$ cat config.mk
export PLATFORM = sky130hd
export DESIGN_NAME = lbr_trace_unit_flat
export DESIGN_NICKNAME = d
export VERILOG_FILES = /design/src/rtl/lbr_trace_unit_if.sv /design/src/rtl/lbr_trace_unit.sv /design/src/flat_wrapper.sv
export SDC_FILE = /design/constraint.sdc
export NUM_CORES = 1
export LEC_CHECK = 0
export BUFFER_PORTS_ARGS = -buffer_cell sky130_fd_sc_hd__buf_2
export CORE_MARGIN = 1.5
export CORE_UTILIZATION = 45
export DETAILED_ROUTE_END_ITERATION = 10
export MAX_ROUTING_LAYER = met4
export PLACE_DENSITY = 0.69
export SKIP_CTS_REPAIR_TIMING = 1
export SLEW_MARGIN = 10
export SYNTH_ARGS = -nofsm -noshare
export SYNTH_HDL_FRONTEND = slang
export SYNTH_SLANG_ARGS = --single-unit
$ cat constraint.sdc
create_clock -name clock -period 6.8 [get_ports clock]
set_input_delay 1.36 -clock clock [delete_from_list [all_inputs] [get_ports clock]]
set_output_delay 1.36 -clock clock [all_outputs]
set_load 0.01 [all_outputs]
$ cat src/rtl/lbr_trace_unit_if.sv
// ---------------------------------------------------------------------------
// lbr_trace_unit_if
//   Bundles the branch-capture inputs and the memory-mapped register port of
//   the last-branch-record unit into a single interface.
//
//   Signals
//     stall        pipeline stall; branch inputs ignored while high
//     branch_valid control-transfer instruction resolves this cycle
//     branch_taken transfer taken
//     branch_type  00 cond, 01 JAL, 10 JALR, 11 return
//     PC_address   source PC
//     target_addr  resolved target
//     lbrReq       [1] read, [0] write; both high means write only
//     RW_address   register address
//     write_data   register write data
//     output_data  registered read data
//     lbr_irq      threshold interrupt (level)
//
//   Modports
//     master  drives the branch stream and register requests
//     slave   the trace unit itself
// ---------------------------------------------------------------------------
interface lbr_trace_unit_if #(
    parameter int ADDRESS_BITS = 20,
    parameter int DATA_WIDTH   = 32,
    parameter int AW           = 6
);
    logic                    stall;
    logic                    branch_valid;
    logic                    branch_taken;
    logic [1:0]              branch_type;
    logic [ADDRESS_BITS-1:0] PC_address;
    logic [ADDRESS_BITS-1:0] target_addr;
    logic [1:0]              lbrReq;
    logic [AW-1:0]           RW_address;
    logic [DATA_WIDTH-1:0]   write_data;
    logic [DATA_WIDTH-1:0]   output_data;
    logic                    lbr_irq;

    modport master (
        output stall, branch_valid, branch_taken, branch_type,
        output PC_address, target_addr, lbrReq, RW_address, write_data,
        input  output_data, lbr_irq
    );

    modport slave (
        input  stall, branch_valid, branch_taken, branch_type,
        input  PC_address, target_addr, lbrReq, RW_address, write_data,
        output output_data, lbr_irq
    );
endinterface

$ cat src/rtl/lbr_trace_unit.sv
// ---------------------------------------------------------------------------
// lbr_trace_unit
//   Last-branch-record unit. Taken control transfers that pass the type
//   filter are captured in a two-step pipeline (latch, then commit) into a
//   circular buffer of {from, to, type} records. The buffer either
//   overwrites its oldest record when full or freezes, and a level interrupt
//   fires once the number of held records reaches a programmable threshold.
//
//   Ports
//     clock   rising-edge clock
//     reset   asynchronous, active-low reset
//     bus     lbr_trace_unit_if.slave: branch stream, register port,
//             read data and interrupt
//
//   Register map (RW_address[AW-1:AW-2])
//     00 control: 0 CTRL, 1 STATUS, anything else reads 0
//     01 FROM[i], 10 TO[i], 11 INFO[i]; i = 0 is the newest record
// ---------------------------------------------------------------------------
module lbr_trace_unit #(
    parameter int DATA_WIDTH   = 32,
    parameter int ADDRESS_BITS = 20,
    parameter int LBR_SIZE     = 16
) (
    input  logic             clock,
    input  logic             reset,
    lbr_trace_unit_if.slave  bus
);
    localparam int IDX = $clog2(LBR_SIZE);
    localparam int AW  = IDX + 2;
    localparam int CW  = IDX + 1;
    localparam logic [CW-1:0] FULL = CW'(LBR_SIZE);

    // Control register fields
    logic            enable_q, freezeOnFull_q, irqEn_q;
    logic [3:0]      typeMask_q;
    logic [CW-1:0]   threshold_q;

    // Buffer bookkeeping
    logic [IDX-1:0]  tos_q, tos_d;
    logic [CW-1:0]   count_q, count_d;
    logic            overflow_q, overflow_d;
    logic            frozen_q, frozen_d;

    // Latched record waiting for its commit edge
    logic                    s1Valid_q;
    logic [ADDRESS_BITS-1:0] s1From_q, s1To_q;
    logic [1:0]              s1Type_q;

    logic [DATA_WIDTH-1:0]   outData_q, readData;
    logic                    irq_q, irq_d;

    // Record storage is deliberately left unreset; validity comes from count
    logic [ADDRESS_BITS-1:0] fromMem [LBR_SIZE];
    logic [ADDRESS_BITS-1:0] toMem   [LBR_SIZE];
    logic [1:0]              typeMem [LBR_SIZE];

    logic            qualify, wrEn, rdEn, ctrlWr, statusWr;
    logic            commitTry, dropFull, commit, full;
    logic [1:0]      region;
    logic [IDX-1:0]  lowAddr, physIdx, slot;
    logic            entryValid;
    logic            unusedWriteBits;

    assign region   = bus.RW_address[AW-1:AW-2];
    assign lowAddr  = bus.RW_address[IDX-1:0];
    assign wrEn     = bus.lbrReq[0];
    assign rdEn     = (bus.lbrReq == 2'b10);
    assign ctrlWr   = wrEn && region == 2'b00 && lowAddr == IDX'(0);
    assign statusWr = wrEn && region == 2'b00 && lowAddr == IDX'(1);

    assign qualify = bus.branch_valid & bus.branch_taken & ~bus.stall & enable_q
                   & typeMask_q[bus.branch_type] & ~frozen_q;

    // A latched record commits unless the buffer is frozen; a full buffer in
    // freeze mode drops it and freezes instead of overwriting.
    assign full      = (count_q == FULL);
    assign commitTry = s1Valid_q & ~frozen_q;
    assign dropFull  = commitTry & full & freezeOnFull_q;
    assign commit    = commitTry & ~dropFull;
    assign slot      = tos_q + 1'b1;

    assign physIdx    = tos_q - lowAddr;
    assign entryValid = ({1'b0, lowAddr} < count_q);

    assign irq_d = irqEn_q & (threshold_q != '0) & (count_q >= threshold_q);

    assign unusedWriteBits = ^bus.write_data;

    // Next-state for the buffer bookkeeping. A STATUS write clears the
    // counters but a commit landing on the same edge still counts as one.
    always_comb begin
        tos_d      = tos_q;
        count_d    = count_q;
        overflow_d = overflow_q;
        frozen_d   = frozen_q;
        if (commit) begin
            tos_d = slot;
            if (full) begin
                overflow_d = 1'b1;
            end else begin
                count_d = count_q + 1'b1;
            end
        end
        if (dropFull) begin
            frozen_d = 1'b1;
        end
        if (statusWr) begin
            count_d    = commit ? CW'(1) : '0;
            overflow_d = 1'b0;
            frozen_d   = 1'b0;
        end
    end

    // Read mux; entries older than the held count read as zero.
    always_comb begin
        readData = '0;
        case (region)
            2'b00: begin
                if (lowAddr == IDX'(0)) begin
                    readData[0]       = enable_q;
                    readData[1]       = freezeOnFull_q;
                    readData[2]       = irqEn_q;
                    readData[7:4]     = typeMask_q;
                    readData[8 +: CW] = threshold_q;
                end else if (lowAddr == IDX'(1)) begin
                    readData[IDX-1:0] = tos_q;
                    readData[8 +: CW] = count_q;
                    readData[16]      = overflow_q;
                    readData[17]      = frozen_q;
                end
            end
            2'b01: if (entryValid) readData = DATA_WIDTH'(fromMem[physIdx]);
            2'b10: if (entryValid) readData = DATA_WIDTH'(toMem[physIdx]);
            default: begin
                if (entryValid) begin
                    readData[1:0]            = typeMem[physIdx];
                    readData[DATA_WIDTH-1]   = 1'b1;
                end
            end
        endcase
    end

    // Control, bookkeeping, capture latch, read data and interrupt
    always_ff @(posedge clock or negedge reset) begin
        if (!reset) begin
            enable_q       <= 1'b0;
            freezeOnFull_q <= 1'b0;
            irqEn_q        <= 1'b0;
            typeMask_q     <= '0;
            threshold_q    <= '0;
            tos_q          <= '0;
            count_q        <= '0;
            overflow_q     <= 1'b0;
            frozen_q       <= 1'b0;
            s1Valid_q      <= 1'b0;
            s1From_q       <= '0;
            s1To_q         <= '0;
            s1Type_q       <= '0;
            outData_q      <= '0;
            irq_q          <= 1'b0;
        end else begin
            if (ctrlWr) begin
                enable_q       <= bus.write_data[0];
                freezeOnFull_q <= bus.write_data[1];
                irqEn_q        <= bus.write_data[2];
                typeMask_q     <= bus.write_data[7:4];
                threshold_q    <= bus.write_data[8 +: CW];
            end
            tos_q      <= tos_d;
            count_q    <= count_d;
            overflow_q <= overflow_d;
            frozen_q   <= frozen_d;
            s1Valid_q  <= qualify;
            if (qualify) begin
                s1From_q <= bus.PC_address;
                s1To_q   <= bus.target_addr;
                s1Type_q <= bus.branch_type;
            end
            if (rdEn) begin
                outData_q <= readData;
            end
            irq_q <= irq_d;
        end
    end

    // Record storage write port
    always_ff @(posedge clock) begin
        if (commit) begin
            fromMem[slot] <= s1From_q;
            toMem[slot]   <= s1To_q;
            typeMem[slot] <= s1Type_q;
        end
    end

    assign bus.output_data = outData_q;
    assign bus.lbr_irq     = irq_q;
endmodule

$ cat src/flat_wrapper.sv
// flat-port wrapper written by rule: the top's interface ports become plain ports
module lbr_trace_unit_flat 
#(
    parameter int DATA_WIDTH   = 32,
    parameter int ADDRESS_BITS = 20,
    parameter int LBR_SIZE     = 16
)
  (clock, reset, bus_stall, bus_branch_valid, bus_branch_taken, bus_branch_type, bus_PC_address, bus_target_addr, bus_lbrReq, bus_RW_address, bus_write_data, bus_output_data, bus_lbr_irq);
  lbr_trace_unit_if #(.ADDRESS_BITS(ADDRESS_BITS), .DATA_WIDTH(DATA_WIDTH), .AW((6))) bus_i ();
  input  logic clock;
  input  logic reset;
  input wire logic [$bits(bus_i.stall)-1:0] bus_stall;
  input wire logic [$bits(bus_i.branch_valid)-1:0] bus_branch_valid;
  input wire logic [$bits(bus_i.branch_taken)-1:0] bus_branch_taken;
  input wire logic [$bits(bus_i.branch_type)-1:0] bus_branch_type;
  input wire logic [$bits(bus_i.PC_address)-1:0] bus_PC_address;
  input wire logic [$bits(bus_i.target_addr)-1:0] bus_target_addr;
  input wire logic [$bits(bus_i.lbrReq)-1:0] bus_lbrReq;
  input wire logic [$bits(bus_i.RW_address)-1:0] bus_RW_address;
  input wire logic [$bits(bus_i.write_data)-1:0] bus_write_data;
  output wire logic [$bits(bus_i.output_data)-1:0] bus_output_data;
  output wire logic [$bits(bus_i.lbr_irq)-1:0] bus_lbr_irq;
  assign bus_i.stall = bus_stall;
  assign bus_i.branch_valid = bus_branch_valid;
  assign bus_i.branch_taken = bus_branch_taken;
  assign bus_i.branch_type = bus_branch_type;
  assign bus_i.PC_address = bus_PC_address;
  assign bus_i.target_addr = bus_target_addr;
  assign bus_i.lbrReq = bus_lbrReq;
  assign bus_i.RW_address = bus_RW_address;
  assign bus_i.write_data = bus_write_data;
  assign bus_output_data = bus_i.output_data;
  assign bus_lbr_irq = bus_i.lbr_irq;
  lbr_trace_unit #(.DATA_WIDTH(DATA_WIDTH), .ADDRESS_BITS(ADDRESS_BITS), .LBR_SIZE(LBR_SIZE)) u_core (.clock(clock), .reset(reset), .bus(bus_i));
endmodule
==> results.json, run 1 <==
{
  "post-dp-hpwl_um": 37900,
  "setup.worst_path.class": "in2reg",
  "remaining_drc_errors": 0,
  "globalplace.congestion": 0.833,
  "firstDrtPassIters": 5,
  "avgViaCountPerCell": 5.88,
  "drtAntennaViolNets": 0,
  "clkSlewWorstSetupHoldPaths_ns": 0.06,
  "leading_cell_types_by_total_area_after_synthesis": "edfxtp_1 67%, mux4_2 11%, dfrtp_1 7.3%",
  "initial_core_util_pct": 45.6,
  "die-height_um": 262,
  "grt_pass1_vias": 15900,
  "cts.sinks": 760,
  "synth_sequential_area_ratio_pct": 74.2,
  "timing.critical_path.to_type": "register",
  "ios": 120,
  "area.growth.synth_to_final_pct": 13.1,
  "period_needed_ns": 4.29,
  "cts_buffers": 77,
  "synth.avg_cell_area_um2": 18.8,
  "clock_tree_from_tritoncts": "built",
  "setup_violations": 0,
  "syn_inst": 1606,
  "grt_max_degree": 121,
  "critical_path.max_fanout": 47,
  "detailroute.via_count": 15600,
  "max-slew-margin-rel_pct": 29.9,
  "main_combinational_cell_family_by_area_after_synthesis": "multiplexers",
  "asyncSetResetFlopFracSynth_pct": 11.6,
  "die_width_um": 262,
  "cts_max_level": 3,
  "synth.most_common_cell": "edfxtp_1",
  "rr_startpoint": "u_core.tos_q[0]",
  "setup_repair_after_global_routing_missed_its_margin": "no",
  "cellPowerDensity_nw_per_um2": 291,
  "detail_route.iter0.violations": 1545,
  "drt_wl_total_um": 70800,
  "global_route.overflow_total": 0,
  "synthMuxAreaShare_pct": 14.8,
  "synth-compound-area-share_pct": 2.47,
  "grt_antenna_before_repair": 0,
  "setup.worst_path.start": "bus_RW_address[0]",
  "synth-edff-count": 672,
  "wire_per_inst_um": 26.7,
  "diodes": 0,
  "ctsRootBufferMaster": "clkbuf_16",
  "synth_adder_area_share_pct": 0.979,
  "postSynthRegisterBits": 760,
  "layout-drive-gt1-share_pct": 25.4,
  "critPathSlowestCell": "fa_4",
  "critical_path.max_stage_delay_ns": 1.33,
  "worst-slew-pin-transition_ns": 1.05,
  "yosys.cell_types.count": 57,
  "arrival_ns": 4.77,
  "mappedNetlistArea_um2": 30200,
  "final_cells": 2650,
  "fmax_ghz": 0.233,
  "buffer_ports.inserted": 88,
  "vdd_ir_drop_max_mv": 0.159,
  "finalClockSkew_ns": 0.0227,
  "min_from": "u_core.bus.output_data[18]",
  "final_hold_viol_count": 0,
  "crit_path_start_kind": "input port",
  "post-route-period-util_pct": 63.1,
  "fillCellCount": 5240,
  "first_pass_grt_wire_length_um": 105000,
  "clock_insertion_delay_worst_skew_ns": 0.63,
  "synthesis.yosys.warnings": 0,
  "post-synth-top-area-cell": "edfxtp_1",
  "finalNetCount": 1834,
  "status": "finished, final reports clean",
  "synth_top_cell_area_share_pct": 66.9,
  "max_cap_viol_count": 0,
  "core_area_um2": 66100,
  "gr-usage-all-layers_pct": 21.8,
  "most_used_flip_flop_cell_after_synthesis": "edfxtp_1",
  "fp-row-count": 94,
  "final.setup.tns_ns": 0,
  "timing.final.max_slew_violations": 0,
  "floorplan.die_area_um2": 68600,
  "required_time_of_the_worst_setup_path_ns": 7.28,
  "min_path_type": "reg2reg",
  "clock_tree.buffer_depth": 3,
  "ys_top_cells_by_count": "672 x edfxtp_1, 233 x nand2_1, 153 x mux4_2",
  "power_leakage_nw": 10.5,
  "synthSimpleGateAreaFrac_pct": 5.19,
  "post_synth_xor_area_fraction_pct": 0.232,
  "ordered_list_of_cells_on_the_worst_path": "buf_2, ha_4, inv_1, fa_4, buf_4, mux4_2, mux2i_1, nand2_1, a311o_1",
  "dp_cells": 2509
}
==> worst paths after layout <==
| check | to | slack (ns) | depth (start not counted) |
|---|---|---|---|
| setup / recovery | u_core.bus.output_data[12] | 2.51 | 9 |
| hold / removal | u_core.bus.output_data[18] | 0.53 | 2 |
| setup reg to reg | u_core.bus.output_data[12] | 2.67 | 9 |
| hold reg to reg | u_core.bus.output_data[18] | 0.53 | 2 |
| max in group asynchronous | u_core.bus.output_data[17] | 4.74 | 2 |
| min in group asynchronous | u_core.s1To_q[4] | 0.76 | 1 |
==> cell families after synthesis <==
logic type      count (synthesis)
compound gates                107
xor+xnor                        8
fa+ha+maj                      23
buf+inv                       114
flops                         760
mux                           232
other cells                     1
simple gates                  361
==> critical path, delay by kind of cell <==
family	cells	cell delay [ns]
muxes	2	0.76
adders and majority gates	2	1.47
and+or+nand+nor	1	0.08
AOI/OAI and AO/OA	1	0.34
buffers and inverters	3	0.70
==> report_power, final <==
group / internal [mW] / total (mW) / switching, mW
Sequential: 5.07 / 5.14 / 0.0662
Combinational: 0.198 / 0.474 / 0.276
Clock: 2.55 / 4.30 / 1.75
==> routing by layer <==
metal | vias to the layer above | share of wire [%] | track usage (%)
met3 | 111 | 7.7 | 3.74
met1 | 8203 | 41 | 29.4
met2 | 696 | 49 | 35.0
met4 | 0 | 2.0 | 5.06
met5 | - | 0 | -
li1 | 6569 | - | -
==> state kept, by name (all words and copies together) (netlist names) <==
| register | count |
|---|---|
| u_core.bus.lbr_irq | 1 |
| u_core.bus.output_data | 21 |
| u_core.count_q | 5 |
| u_core.enable_q | 1 |
| u_core.freezeOnFull_q | 1 |
| u_core.fromMem | 320 |
| u_core.frozen_q | 1 |
| u_core.irqEn_q | 1 |
| u_core.overflow_q | 1 |
| u_core.s1From_q | 20 |
| u_core.s1To_q | 20 |
| u_core.s1Type_q | 2 |
| u_core.s1Valid_q | 1 |
| u_core.threshold_q | 5 |
| u_core.toMem | 320 |
| u_core.tos_q | 4 |
| u_core.typeMask_q | 4 |
| u_core.typeMem | 32 |
==> area by class of cell <==
class | instances | area [um^2] | area share, %
clock buffers | 110 | 2220 | 6.52
flip-flops and latches | 760 | 22400 | 65.6
well taps | 864 | 1080 | 3.17
inverters | 19 | 71.3 | 0.209
multi-input cells | 742 | 7250 | 21.2
repair buffers | 124 | 751 | 2.20
clock inverters | 31 | 359 | 1.05
==> per-stage QoR <==
step | setup WS [ns] | hold WS (ns) | instance area, um^2 | util, % | total power [mW]
6_report | 2.51 | 0.529 | 34100 | 51.6 | 9.92
3_5_place_dp | 1.86 | 0.523 | 31500 | 47.7 | 5.72
2_1_floorplan | 2.97 | 0.454 | 30200 | - | 5.54
3_3_place_gp | 1.89 | 0.515 | 31500 | 47.7 | 5.71
5_1_grt | 2.35 | 0.559 | 34100 | 51.6 | 10.2
4_1_cts | 2.51 | 0.536 | 34100 | 51.6 | 9.98
==> placed cells by master (no fill, tap or decap), types with 24 or more instances in the layout <==
master,n
edfxtp_1,672
nand2_1,233
mux4_2,153
dfrtp_1,88
buf_2,87
clkbuf_16,79
mux2i_1,39
nor2_1,34
buf_4,34
mux2_2,29
nand3_1,25
o21ai_0,24
(Power assumes the default switching activity.)
==> run 2, diff against run 1 <==
--- a/config.mk
+++ b/config.mk
@@ -5,12 +5,13 @@
 export SDC_FILE = /design/constraint.sdc
 export NUM_CORES = 1
 export LEC_CHECK = 0
+export ABC_AREA = 1
 export BUFFER_PORTS_ARGS = -buffer_cell sky130_fd_sc_hd__buf_2
 export CORE_MARGIN = 1.5
 export CORE_UTILIZATION = 45
 export DETAILED_ROUTE_END_ITERATION = 10
 export MAX_ROUTING_LAYER = met4
-export PLACE_DENSITY = 0.69
+export PLACE_DENSITY = 0.71
 export SKIP_CTS_REPAIR_TIMING = 1
 export SLEW_MARGIN = 10
 export SYNTH_ARGS = -nofsm -noshare
==> constraint.sdc (replaced) <==
create_clock -name clock -period 3.55 [get_ports clock]
set_input_delay 0.71 -clock clock [delete_from_list [all_inputs] [get_ports clock]]
set_output_delay 0.71 -clock clock [all_outputs]
set_load 0.01 [all_outputs]
==> run 2 against run 1 <==
  * Cell count grew 38%
  * Sequential power grew 90%
  * Combinational power grew to 3.3 times the previous value
  * Register-to-register slack lost 2.3 ns
  * Via count grew 34%
  * Synthesized cell count grew 64%
  * First-iteration DRC count grew 54%
  * Clock-buffer cell count is the same
  * Die area grew 2.4%
  * Synthesized area grew 2.4%
  * Power grew 94%
  * Largest cell class unchanged
==> results.json, run 2 <==
{
  "met3_wirelength_um": 6900,
  "proportion_of_power_drawn_by_flip_flops_and_latches_pct": 50.7,
  "crit_path_start_kind": "register",
  "globalplace.congestion": 0.854,
  "layout-drive-gt1-share_pct": 11.1,
  "buffer_ports.inserted": 88,
  "synth-edff-count": 672,
  "post-route-period-util_pct": 89.8,
  "asyncSetResetFlopFracSynth_pct": 11.6,
  "wirelength_met1_um": 32400,
  "regArea_um2": 22400,
  "wire_per_inst_um": 21.8,
  "finalNetCount": 2832,
  "grt_antenna_before_repair": 1,
  "detailroute.via_count": 20800,
  "synth_sequential_area_ratio_pct": 72.5,
  "gr-usage-all-layers_pct": 23.3,
  "die-height_um": 265,
  "placement.cell_area_um2": 32900,
  "finalClockSkew_ns": 0.0213,
  "synth.avg_cell_area_um2": 11.7,
  "synth.most_common_cell": "nand2_1",
  "grt_max_degree": 129,
  "setup_violations": 0,
  "power_frac_comb_pct": 8.2,
  "ys_top_cells_by_count": "867 x nand2_1, 672 x edfxtp_1, 599 x nand3_1",
  "most_used_flip_flop_cell_after_synthesis": "edfxtp_1",
  "layout_top_registers": "u_core.fromMem: 320 flops, u_core.toMem: 320 flops, u_core.typeMem: 32 flops",
  "timing.critical_path.to_type": "register",
  "cellPowerDensity_nw_per_um2": 545,
  "max_cap_viol_count": 0,
  "vdd_ir_drop_max_mv": 0.374,
  "postSynthRegisterBits": 760,
  "period_needed_ns": 3.19,
  "post-route-util_pct": 52.4,
  "firstDrtPassIters": 6,
  "worst-slew-pin-transition_ns": 0.898,
  "power_leakage_nw": 13.2,
  "floorplan.die_area_um2": 70200,
  "arrival_ns": 3.68,
  "met2WireLength_um": 37900,
  "setup_repair_after_global_routing_missed_its_margin": "no",
  "sw_frac_of_total_pct": 23.2,
  "layout_common_cells": "864 x nand2_1, 672 x edfxtp_1, 599 x nand3_1",
  "detail_route.iter0.violations": 2374,
  "required_time_of_the_worst_setup_path_ns": 4.04,
  "status": "finished, final reports clean",
  "cts.sinks": 760,
  "synthesis.yosys.warnings": 0,
  "fp-row-count": 95,
  "critical_path.max_fanout": 17,
  "max-slew-margin-rel_pct": 40.1,
  "post-route-cell-area_um2": 35400,
  "first_pass_grt_wire_length_um": 120000,
  "area.growth.synth_to_final_pct": 14.5,
  "clkSlewWorstSetupHoldPaths_ns": 0.06,
  "clkPwrFrac_pct": 41.1,
  "drt_wl_total_um": 79800,
  "clock_tree.buffer_depth": 3,
  "core_area_um2": 67500,
  "clock_insertion_delay_worst_skew_ns": 0.63,
  "clock_tree_from_tritoncts": "built",
  "initial_core_util_pct": 45.7,
  "remaining_drc_errors": 0,
  "setup.worst_path.class": "reg2reg",
  "final_hold_viol_count": 0,
  "p_switching_mw": 4.47,
  "drtAntennaViolNets": 0,
  "timing.final.max_slew_violations": 0,
  "final.setup.tns_ns": 0,
  "ios": 120,
  "post-dp-hpwl_um": 43900,
  "yosys.cell_types.count": 31,
  "maxUsedRoutingLayer": "met4",
  "leading_cell_types_by_total_area_after_synthesis": "edfxtp_1 65%, nand2_1 11%, nand3_1 9.7%",
  "min_path_type": "in2async",
  "global_route.overflow_total": 0,
  "ctsRootBufferMaster": "clkbuf_16",
  "grt_pass1_vias": 20300,
  "mostFrequentLayoutCell": "nand2_1",
  "cts_buffers": 76,
  "post-synth-top-area-cell": "edfxtp_1",
  "synth_top_cell_area_share_pct": 65.4,
  "mappedNetlistArea_um2": 30900,
  "post-layout-total-power_mw": 19.3,
  "whs_ns": 0.178,
  "fillCellCount": 5527,
  "power.internal_mw": 14.8,
  "multiInputGateArea_um2": 7720,
  "avgViaCountPerCell": 5.70,
  "cts_max_level": 3,
  "syn_inst": 2641,
  "die_width_um": 265,
  "fmax_ghz": 0.314
}
run 2: changes by cell type in the layout (fill, tap and decap cells not counted), sizes merged, moves of 22 or more:
cell,previous run,this run
nand2,233,867
nand3,26,599
mux4,164,0
mux2i,39,0
buf,124,162
inv,23,48
nand4,8,31
mux2,29,7
run 2: logic make-up (layout without fill, tap and decap cells):
| group | after synthesis | in the layout | synth area share [%] |
|---|---|---|---|
| flip-flops | 760 | 760 | 72.5 |
| XOR/XNOR | 5 | 5 | 0.142 |
| AND/OR/NAND/NOR | 1558 | 1558 | 21.7 |
| buffers and inverters | 215 | 348 | 3.20 |
| other | 1 | 12 | 0.0121 |
| multiplexers | 7 | 7 | 0.255 |
| adder cells (fa/ha/maj) | 23 | 23 | 0.956 |
| AO/OA/AOI/OAI | 72 | 72 | 1.29 |
run 2: final cells by class:
class / count / share of cell area, %
antenna: 1 / 0.00708
multi-input combinational: 1676 / 21.8
timing repair buffer: 162 / 4.24
sequential: 760 / 63.3
clock inverter: 30 / 0.803
inverter: 46 / 0.517
tap: 873 / 3.09
clock buffer: 110 / 6.18
run 2: per-layer routing:
layer	GRT usage [%]	vias up
met2	36.6	1099
met1	30.5	10100
met5	-	-
li1	-	9426
met4	8.93	0
met3	3.85	201
run 2: final timing paths:
path / cells after the start / to / slack (ns) / from
worst max-delay path: 13 / u_core.bus.output_data[1] / 0.36 / u_core.tos_q[0]
worst min-delay path: 1 / u_core.s1From_q[1] / 0.18 / reset
worst max register to register: 13 / u_core.bus.output_data[1] / 0.36 / u_core.tos_q[0]
worst min register to register: 2 / u_core.bus.output_data[14] / 0.49 / u_core.bus.output_data[14]
max in group asynchronous: 2 / u_core.freezeOnFull_q / 2.62 / reset
min in group clock: 3 / u_core.s1To_q[15] / 0.28 / bus_target_addr[15]
run 2: power by group through the flow:
stage | combinational (mW) | clock, mW | sequential [mW]
6_report | 1.58 | 7.91 | 9.77
5_1_grt | 1.73 | 8.34 | 9.77
4_1_cts | 1.57 | 7.99 | 9.76
3_5_place_dp | 1.56 | 0 | 9.95
3_3_place_gp | 1.52 | 0 | 9.95
2_1_floorplan | 0.961 | 0 | 9.93
run 2: metrics by stage:
stage,instances,setup slack [ns]
after detailed placement,3517,0.175
after global placement,3517,0.206
after CTS,3657,0.379
after floorplan,2651,0.0524
final,3658,0.361
after global routing,3658,0.230
run 2: critical path: stages (launching register included):
cell	delay, ns
dfrtp_1	0.46
inv_1	0.18
ha_4	0.19
inv_1	0.08
fa_4	0.72
inv_4	0.29
buf_4	0.33
nand3_1	0.12
nand3_1	0.09
nand3_1	0.10
nand4_1	0.21
nand3_1	0.10
nand2_1	0.10
nand3_1	0.07
